--- src/rtl/sram_arbiter_if.sv ---
// Requester and SRAM-side signals of sram_arbiter. The arbiter takes the slave
// modport; a requester/SRAM model takes master.
interface sram_arbiter_if;
  logic        c_req, c_we, l_req, l_we;
  logic [19:0] c_addr, l_addr;
  logic [15:0] c_wdata, l_wdata;
  logic        c_gnt, l_gnt, c_done, l_done, busy;
  logic [15:0] rdata;
  logic        Mem_CE, Mem_UB, Mem_LB, Mem_OE, Mem_WE;
  logic [19:0] ADDR;
  logic [15:0] Data_to_SRAM, Data_from_SRAM;
  logic        Data_oe;

  modport slave (
    input  c_req, c_we, c_addr, c_wdata, l_req, l_we, l_addr, l_wdata, Data_from_SRAM,
    output c_gnt, l_gnt, c_done, l_done, busy, rdata,
           Mem_CE, Mem_UB, Mem_LB, Mem_OE, Mem_WE, ADDR, Data_to_SRAM, Data_oe
  );
  modport master (
    output c_req, c_we, c_addr, c_wdata, l_req, l_we, l_addr, l_wdata, Data_from_SRAM,
    input  c_gnt, l_gnt, c_done, l_done, busy, rdata,
           Mem_CE, Mem_UB, Mem_LB, Mem_OE, Mem_WE, ADDR, Data_to_SRAM, Data_oe
  );
endinterface

--- src/rtl/sram_arbiter.sv ---
// Two-port arbiter/sequencer for an external 1Mx16 async SRAM (CPU port c, loader port l).
// Define SRAM_ARB_RR_EN for round-robin tie-breaking; otherwise port c has fixed priority.
module sram_arbiter #(
  parameter int WAIT_CYCLES = 2
) (
  input  logic         Clk,
  input  logic         Reset,
  sram_arbiter_if.slave bus
);

  if (WAIT_CYCLES < 1 || WAIT_CYCLES > 15) begin : g_bad_wait
    $error("sram_arbiter: WAIT_CYCLES must be in 1..15");
  end

  typedef enum logic [1:0] {IDLE, SETUP, ACCESS, DONE} state_t;

  state_t      state, state_nxt;
  logic [3:0]  cnt;
  logic        own_l, we_q, pick_l, any_req, active;
  logic [19:0] addr_q;
  logic [15:0] wdata_q, rdata_q;

  assign any_req = bus.c_req | bus.l_req;

`ifdef SRAM_ARB_RR_EN
  // last_l records the most recent winner; a tie goes to the other port
  logic last_l;

  always_ff @(posedge Clk or negedge Reset) begin
    if (!Reset)                          last_l <= 1'b1;
    else if (state == IDLE && any_req)   last_l <= pick_l;
  end

  assign pick_l = bus.l_req & (~bus.c_req | ~last_l);
`else
  assign pick_l = bus.l_req & ~bus.c_req;
`endif

  always_comb begin
    state_nxt = state;
    unique case (state)
      IDLE:    if (any_req) state_nxt = SETUP;
      SETUP:   state_nxt = ACCESS;
      ACCESS:  if (cnt == 4'd0) state_nxt = DONE;
      DONE:    state_nxt = IDLE;
      default: state_nxt = IDLE;
    endcase
  end

  always_ff @(posedge Clk or negedge Reset) begin
    if (!Reset) begin
      state   <= IDLE;
      cnt     <= 4'd0;
      own_l   <= 1'b0;
      we_q    <= 1'b0;
      addr_q  <= 20'd0;
      wdata_q <= 16'd0;
      rdata_q <= 16'd0;
    end else begin
      state <= state_nxt;
      case (state)
        IDLE: if (any_req) begin
          own_l   <= pick_l;
          we_q    <= pick_l ? bus.l_we    : bus.c_we;
          addr_q  <= pick_l ? bus.l_addr  : bus.c_addr;
          wdata_q <= pick_l ? bus.l_wdata : bus.c_wdata;
        end
        SETUP:  cnt <= 4'(WAIT_CYCLES - 1);
        ACCESS: begin
          if (cnt != 4'd0)  cnt     <= cnt - 4'd1;
          else if (!we_q)   rdata_q <= bus.Data_from_SRAM;
        end
        default: ;
      endcase
    end
  end

  // Strobes decode purely from registered state, so req never reaches an output
  assign active           = (state == SETUP) || (state == ACCESS);
  assign bus.busy         = (state != IDLE);
  assign bus.c_gnt        = (state != IDLE) & ~own_l;
  assign bus.l_gnt        = (state != IDLE) &  own_l;
  assign bus.c_done       = (state == DONE) & ~own_l;
  assign bus.l_done       = (state == DONE) &  own_l;
  assign bus.rdata        = rdata_q;
  assign bus.Mem_CE       = ~active;
  assign bus.Mem_UB       = ~active;
  assign bus.Mem_LB       = ~active;
  assign bus.Mem_OE       = ~(active & ~we_q);
  assign bus.Mem_WE       = ~((state == ACCESS) & we_q);
  assign bus.Data_oe      = active & we_q;
  assign bus.ADDR         = addr_q;
  assign bus.Data_to_SRAM = wdata_q;

endmodule

--- src/flat_wrapper.sv ---
// flat-port wrapper written by rule: the top's interface ports become plain ports
module sram_arbiter_flat 
#(
  parameter int WAIT_CYCLES = 2
)
  (Clk, Reset, bus_c_req, bus_c_we, bus_c_addr, bus_c_wdata, bus_l_req, bus_l_we, bus_l_addr, bus_l_wdata, bus_Data_from_SRAM, bus_c_gnt, bus_l_gnt, bus_c_done, bus_l_done, bus_busy, bus_rdata, bus_Mem_CE, bus_Mem_UB, bus_Mem_LB, bus_Mem_OE, bus_Mem_WE, bus_ADDR, bus_Data_to_SRAM, bus_Data_oe);
  sram_arbiter_if bus_i ();
  input  logic Clk;
  input  logic Reset;
  input wire logic [$bits(bus_i.c_req)-1:0] bus_c_req;
  input wire logic [$bits(bus_i.c_we)-1:0] bus_c_we;
  input wire logic [$bits(bus_i.c_addr)-1:0] bus_c_addr;
  input wire logic [$bits(bus_i.c_wdata)-1:0] bus_c_wdata;
  input wire logic [$bits(bus_i.l_req)-1:0] bus_l_req;
  input wire logic [$bits(bus_i.l_we)-1:0] bus_l_we;
  input wire logic [$bits(bus_i.l_addr)-1:0] bus_l_addr;
  input wire logic [$bits(bus_i.l_wdata)-1:0] bus_l_wdata;
  input wire logic [$bits(bus_i.Data_from_SRAM)-1:0] bus_Data_from_SRAM;
  output wire logic [$bits(bus_i.c_gnt)-1:0] bus_c_gnt;
  output wire logic [$bits(bus_i.l_gnt)-1:0] bus_l_gnt;
  output wire logic [$bits(bus_i.c_done)-1:0] bus_c_done;
  output wire logic [$bits(bus_i.l_done)-1:0] bus_l_done;
  output wire logic [$bits(bus_i.busy)-1:0] bus_busy;
  output wire logic [$bits(bus_i.rdata)-1:0] bus_rdata;
  output wire logic [$bits(bus_i.Mem_CE)-1:0] bus_Mem_CE;
  output wire logic [$bits(bus_i.Mem_UB)-1:0] bus_Mem_UB;
  output wire logic [$bits(bus_i.Mem_LB)-1:0] bus_Mem_LB;
  output wire logic [$bits(bus_i.Mem_OE)-1:0] bus_Mem_OE;
  output wire logic [$bits(bus_i.Mem_WE)-1:0] bus_Mem_WE;
  output wire logic [$bits(bus_i.ADDR)-1:0] bus_ADDR;
  output wire logic [$bits(bus_i.Data_to_SRAM)-1:0] bus_Data_to_SRAM;
  output wire logic [$bits(bus_i.Data_oe)-1:0] bus_Data_oe;
  assign bus_i.c_req = bus_c_req;
  assign bus_i.c_we = bus_c_we;
  assign bus_i.c_addr = bus_c_addr;
  assign bus_i.c_wdata = bus_c_wdata;
  assign bus_i.l_req = bus_l_req;
  assign bus_i.l_we = bus_l_we;
  assign bus_i.l_addr = bus_l_addr;
  assign bus_i.l_wdata = bus_l_wdata;
  assign bus_i.Data_from_SRAM = bus_Data_from_SRAM;
  assign bus_c_gnt = bus_i.c_gnt;
  assign bus_l_gnt = bus_i.l_gnt;
  assign bus_c_done = bus_i.c_done;
  assign bus_l_done = bus_i.l_done;
  assign bus_busy = bus_i.busy;
  assign bus_rdata = bus_i.rdata;
  assign bus_Mem_CE = bus_i.Mem_CE;
  assign bus_Mem_UB = bus_i.Mem_UB;
  assign bus_Mem_LB = bus_i.Mem_LB;
  assign bus_Mem_OE = bus_i.Mem_OE;
  assign bus_Mem_WE = bus_i.Mem_WE;
  assign bus_ADDR = bus_i.ADDR;
  assign bus_Data_to_SRAM = bus_i.Data_to_SRAM;
  assign bus_Data_oe = bus_i.Data_oe;
  sram_arbiter #(.WAIT_CYCLES(WAIT_CYCLES)) u_core (.Clk(Clk), .Reset(Reset), .bus(bus_i));
endmodule
--- config.mk ---
export PLATFORM = sky130hd
export DESIGN_NAME = sram_arbiter_flat
export DESIGN_NICKNAME = d
export VERILOG_FILES = /design/src/rtl/sram_arbiter_if.sv /design/src/rtl/sram_arbiter.sv /design/src/flat_wrapper.sv
export SDC_FILE = /design/constraint.sdc
export NUM_CORES = 1
export LEC_CHECK = 0
export CORE_MARGIN = 1
export CORE_UTILIZATION = 36
export CTS_BUF_LIST = sky130_fd_sc_hd__clkbuf_4
export DETAILED_ROUTE_END_ITERATION = 6
export GPL_TIMING_DRIVEN = 0
export PLACE_DENSITY = 0.79
export RECOVER_POWER = 25
export SLEW_MARGIN = 15
export SYNTH_ARGS = -nofsm -noshare
export SYNTH_HDL_FRONTEND = slang
export SYNTH_SLANG_ARGS = --single-unit
--- constraint.sdc ---
create_clock -name Clk -period 1.59 [get_ports Clk]
set_clock_uncertainty 0.05 [all_clocks]
set_input_delay 0.159 -clock Clk [delete_from_list [all_inputs] [get_ports Clk]]
set_output_delay 0.159 -clock Clk [all_outputs]
set_load 0.02 [all_outputs]
# After elaboration in Yosys (flattened, before gate mapping)
# Index checks and enable logic that the tools add are counted.
[word_totals]
wordCells = 48
ff_bits = 60
inputBits = 94
[op_classes]
eq_ne = 6
n_bitwise = 16
addsub = 1
n_reduce_logical = 10
muxes = 8
[ops]
columns = ["op", "n"]
rows = [
  ["20-bit 2-to-1 mux", 1],
  ["16-bit 2-to-1 mux", 1],
  ["1-bit bitwise AND", 8],
  ["2-bit one-hot mux with 4 select lines", 1],
  ["4-bit one-hot mux with 2 select lines", 1],
  ["1-bit NOT", 7],
  ["2-bit by 1-bit != test with 1-bit output, second input constant", 3],
  ["2-bit AND reduction", 3],
  ["2-bit equality test, second input constant", 2],
  ["4-bit logical NOT", 1],
  ["2-bit 2-to-1 mux", 2],
  ["4-bit 2-to-1 mux", 1],
  ["2-bit nonzero test", 2],
  ["4-bit nonzero test", 1],
  ["4-bit by 1-bit subtractor with 4-bit output, second input constant", 1],
  ["3-bit AND reduction", 1],
  ["2-bit by 1-bit equality test with 1-bit output, second input constant", 1],
  ["2-bit logical NOT", 1],
  ["1-bit logical OR", 1],
  ["1-bit 2-to-1 mux", 1],
  ["1-bit OR", 1],
]

# Depth between registers and ports, before layout
[logic_depth]
word_depth = 4
mapped_depth = 7
depth_no_buf = 5

# Worst setup path after synthesis
# OpenSTA, ideal clock, no wires.
[synth_path]
path_type = "register to register"
start = "reg u_core.cnt[0]"
end = "reg u_core.state[1]"
required_ps = 1461
n_path_buf = 0
t_arrival_ps = 1464
period_less_slack_ps = 1594
stages_incl_launch_ff = 6
path_slack_ps = -4
path_cell_list = "dfrtp_1 -> inv_1 -> ha_1 -> or3b_1 -> a22oi_2 -> mux2i_1"
[synth_via]
elab_chain_cells = 3
[synth_rtl]
columns = ["item", "line_no", "source"]
rows = [
  ["start: declaration", "sram_arbiter.sv:18", "logic [3:0] cnt;"],
  ["start signal: assignment", "sram_arbiter.sv:68", "SETUP: cnt <= 4'(WAIT_CYCLES - 1);"],
  ["start signal: assignment", "sram_arbiter.sv:70", "if (cnt != 4'd0) cnt <= cnt - 4'd1;"],
  ["4-bit logical NOT", "sram_arbiter.sv:44", "ACCESS: if (cnt == 4'd0) state_nxt = DONE;"],
  ["2-bit by 1-bit != test with 1-bit output (no line)", "--", ""],
  ["2-bit AND reduction (no line)", "--", ""],
  ["end signal: assignment", "sram_arbiter.sv:60", "state <= state_nxt;"],
  ["end: declaration", "sram_arbiter.sv:17", "state_t state, state_nxt;"],
]
# Every way passes these cells.
# A chain may end at the register's enable or synchronous reset.

# Worst setup path after layout
[layout_path]
start = "reg u_core.state[1]"
end = "out bus_Mem_LB"
[layout_via]
elab_chain_cells = 3
word_cells_on_any_way = 4
[layout_rtl]
columns = ["item", "line_no", "source"]
rows = [
  ["2-bit by 1-bit equality test with 1-bit output / 2-bit equality test (equally long branches)", "sram_arbiter.sv:79", "assign active = (state == SETUP) || (state == ACCESS);"],
  ["1-bit logical OR *", "sram_arbiter.sv:79", ""],
  ["1-bit NOT *", "sram_arbiter.sv:88", "assign bus.Mem_LB = ~active;"],
  ["end: declaration", "flat_wrapper.sv:27", "output wire logic [$bits(bus_i.Mem_LB)-1:0] bus_Mem_LB;"],
]
# Mark *: on every way between the ends. The rest lies on a longest branch, timed or not.

==> results.toml <==
[status]
outcome = "finished, violations left"
failed_checks = "negative setup slack"

[timing]
setup_viol = 6
hold_viol = 0
finalSetupTns_ns = -0.2069
drv_slew = 0
layout_setup_ws_ns = -0.05173
finalCritPeriodShare_pct = 103.3
relSlewSlack_pct = 45.62
tightest_slew_ns = 0.8157
fmax_ghz = 0.6091
grt_setup_unrepaired = "yes"
fin_crit_ns = 1.642

[critical_path]
critical_path_class = "register to output port"
r2r_setup_slack_ns = 0.03
worst_setup_path_start_kind = "register"
r2r_end = "u_core.state[1]$_DFFE_PN0P_"
path_max_fanout = 4
crit_path_end_kind = "output port"
r2r-start = "u_core.cnt[1]$_DFFE_PN0P_"
crit_path_start = "u_core.state[1]$_DFFE_PN0P_"
reg2regPathDepth = 5
crit_end = "bus_Mem_LB"
crit_required_ns = 1.38
arrival_ns = 1.43

[logic_synthesis]
synth_nets = 347
synth_area_leader_cell = "dfrtp_1"
synthCells = 248
async_flop_share_pct = 100.0
synth_top_area_share_pct = 53.79
syn-cell-area_um2 = 2791
synthTopCellsByCount = "dfrtp_1 (60), nand2_1 (43), mux2i_1 (41)"
ys_seq_area_share_pct = 53.79
ys_top_cells_by_area = "dfrtp_1 (54%), mux2i_1 (15%), o21ai_0 (6.8%), mux2_2 (6.5%), nand2_1 (5.8%)"
syn_avg_cell_area_um2 = 11.26
synth-edff-count = 0
ys.flop_type = "dfrtp_1"
yosysMostFrequentCell = "dfrtp_1"
synth_cell_type_count = 24
ys_warn_count = 0
ys_ff_latch = 60

[power_and_ir_drop]
p_clk_share_pct = 13.2
power_mw = 8.835
switchingPower_mw = 3.592
pwr-share-comb_pct = 56.4
peakVddDrop_uv = 640.1
power.leakage_nw = 2.264
internal_power_mw = 5.244
p_per_area_nw_per_um2 = 1857
seqPwrFrac_pct = 30.4
switching_share_pct = 40.65

[flow_run]
drv_cap = 0

[clocking]
clk_pin_slew_worst_paths_ns = 0.10
root_buffer = "clkbuf_4"
cts_buffers = 9
clock_path_buffers = 2
cts_tree = "yes"
clk_latency_ns = 0.39
clock_sinks = 60
h-tree-depth = 3

[worst_hold_path]
holdCritPathClass = "primary input to register"
min_path_cells = 2

[placement]
hpwl_um = 5484
routabilityCongestion = 0.7349
portBuffers = 156

[routing]
routedWlPerCell_um = 14.22
wl_um = 7566
drcViolationCount = 0
ant_nets = 0
vias_per_cell = 4.741
drt_iter0_drc = 33
num_vias = 2522
firstDrtPassIters = 4

[layout]
nNetsFinal = 527
seqCellArea_um2 = 1501
diodes = 0
layout-drive-gt1-share_pct = 18.71
fillCellCount = 612
multi_input_area_um2 = 1194
syn2layout_area_growth_pct = 70.46

[floorplanning]
placementRows = 31
die_w_um = 90.06
die-area_um2 = 8110
core_um2 = 7370
io_pins = 157
die_y_um = 90.06
initial_utilization_pct = 37.88

[grt]
grt.overflow.total = 0
antenna_found_initial = 0
grt_pass1_vias = 2646
globalRouteTotalUtil_pct = 19.80
grt_max_degree = 61
grt_pass1_wl_um = 12550
## power by group through the flow
stage | Clock (mW) | Sequential [mW] | Combinational (mW)
after floorplan | 0 | 3.51 | 1.77
after global placement | 0 | 2.70 | 4.84
after detailed placement | 0 | 2.75 | 4.92
after CTS | 1.20 | 2.68 | 4.80
after global routing | 1.28 | 2.78 | 5.41
final | 1.17 | 2.69 | 4.98
## metrics by stage
step / cell area [µm²] / hold slack, ns / instances / utilization, % / setup slack, ns
finish: 4758 / 0.3214 / 532 / 64.57 / -0.05173
global placement: 4479 / 0.4105 / 503 / 60.78 / -1.588
CTS: 4668 / 0.2978 / 528 / 63.34 / -0.07239
detailed placement: 4477 / 0.2355 / 503 / 60.75 / -0.3361
global route: 4758 / 0.2805 / 532 / 64.57 / -0.1164
floorplan: 2794 / -0.1866 / 248 / - / 0.02562
## registers in the layout (all words and copies together), names as in the netlist
| name | count |
|---|---|
| u_core.bus.ADDR | 20 |
| u_core.bus.Data_to_SRAM | 16 |
| u_core.bus.rdata | 16 |
| u_core.cnt | 4 |
| u_core.state | 2 |
| u_core.own_l | 1 |
| u_core.we_q | 1 |
## cell families (layout without fill, tap and decap cells)
group / Yosys count / count (layout) / share of synthesized area [%]
compound gates: 44 / 44 / 8.382
flops: 60 / 60 / 53.79
simple gates: 59 / 59 / 9.726
buf+inv: 23 / 208 / 4.706
fa+ha+maj: 5 / 5 / 2.241
mux: 57 / 57 / 21.16
## layout make-up
class                      count  share of cell area, %
inverter                       7                 0.6048
clock buffer                   9                  1.420
clock inverter                 7                  1.709
tap                           99                  2.603
multi-input combinational    165                  25.09
timing repair buffer         169                  34.13
sequential                    60                  31.55
buffer                        16                  2.892
## how the worst min path moves through the flow
stage                                                start                                      to
finish                              bus_Data_from_SRAM[10]        u_core.bus.rdata[10]$_DFFE_PN0P_
global route                        bus_Data_from_SRAM[10]        u_core.bus.rdata[10]$_DFFE_PN0P_
CTS                                 bus_Data_from_SRAM[13]        u_core.bus.rdata[13]$_DFFE_PN0P_
detailed placement                                   Reset        u_core.bus.rdata[15]$_DFFE_PN0P_
global placement    u_core.bus.Data_to_SRAM[2]$_DFFE_PN0P_  u_core.bus.Data_to_SRAM[2]$_DFFE_PN0P_
floorplan                                            Reset          u_core.bus.ADDR[0]$_DFFE_PN0P_
## placed cells by master (no fill, tap or decap), types with 2 or more instances in the layout
cell and instances:
nand2_1 43, dlygate4sd2_1 45, buf_2 4, ha_1 2, bufinv_16 2, mux2i_1 41
nor2_1 3, ha_4 2, dfrtp_1 60, buf_4 16, buf_6 14, dlymetal6s2s_1 7
clkbuf_4 12, a21oi_1 3, inv_2 3, nand2b_1 2, clkdlybuf4s50_1 92, nor2b_1 3
inv_1 3, clkinv_1 3, o21ai_0 34, clkinv_2 2, mux2_2 16, o21ai_1 4
## worst max-delay path: stages (launching register included)
cell and delay (ns):
dfrtp_1 0.40, inv_2 0.07, ha_4 0.29, inv_4 0.05, buf_6 0.10, buf_6 0.12
## repair_timing
| action | in CTS | in global routing |
|---|---|---|
| hold endpoints to repair | 60 | 0 |
| hold buffers | 1 | 0 |
| setup buffers | 7 | 4 |
| endpoints found under the setup margin | 107 | 70 |
| gates resized for setup | 115 | 34 |
| gates cloned | 1 | 0 |
| pin swaps | 2 | 3 |
## routing by layer
| layer | part of all wire, % | GRT usage (%) | vias up |
|---|---|---|---|
| met5 | 0 | 0 | - |
| met4 | 1.8 | 8.333 | 0 |
| met3 | 8.2 | 6.684 | 16 |
| met2 | 50 | 34.99 | 112 |
| met1 | 40 | 21.56 | 1180 |
| li1 | - | - | 1214 |
Power figures use the tool's default switching activity.
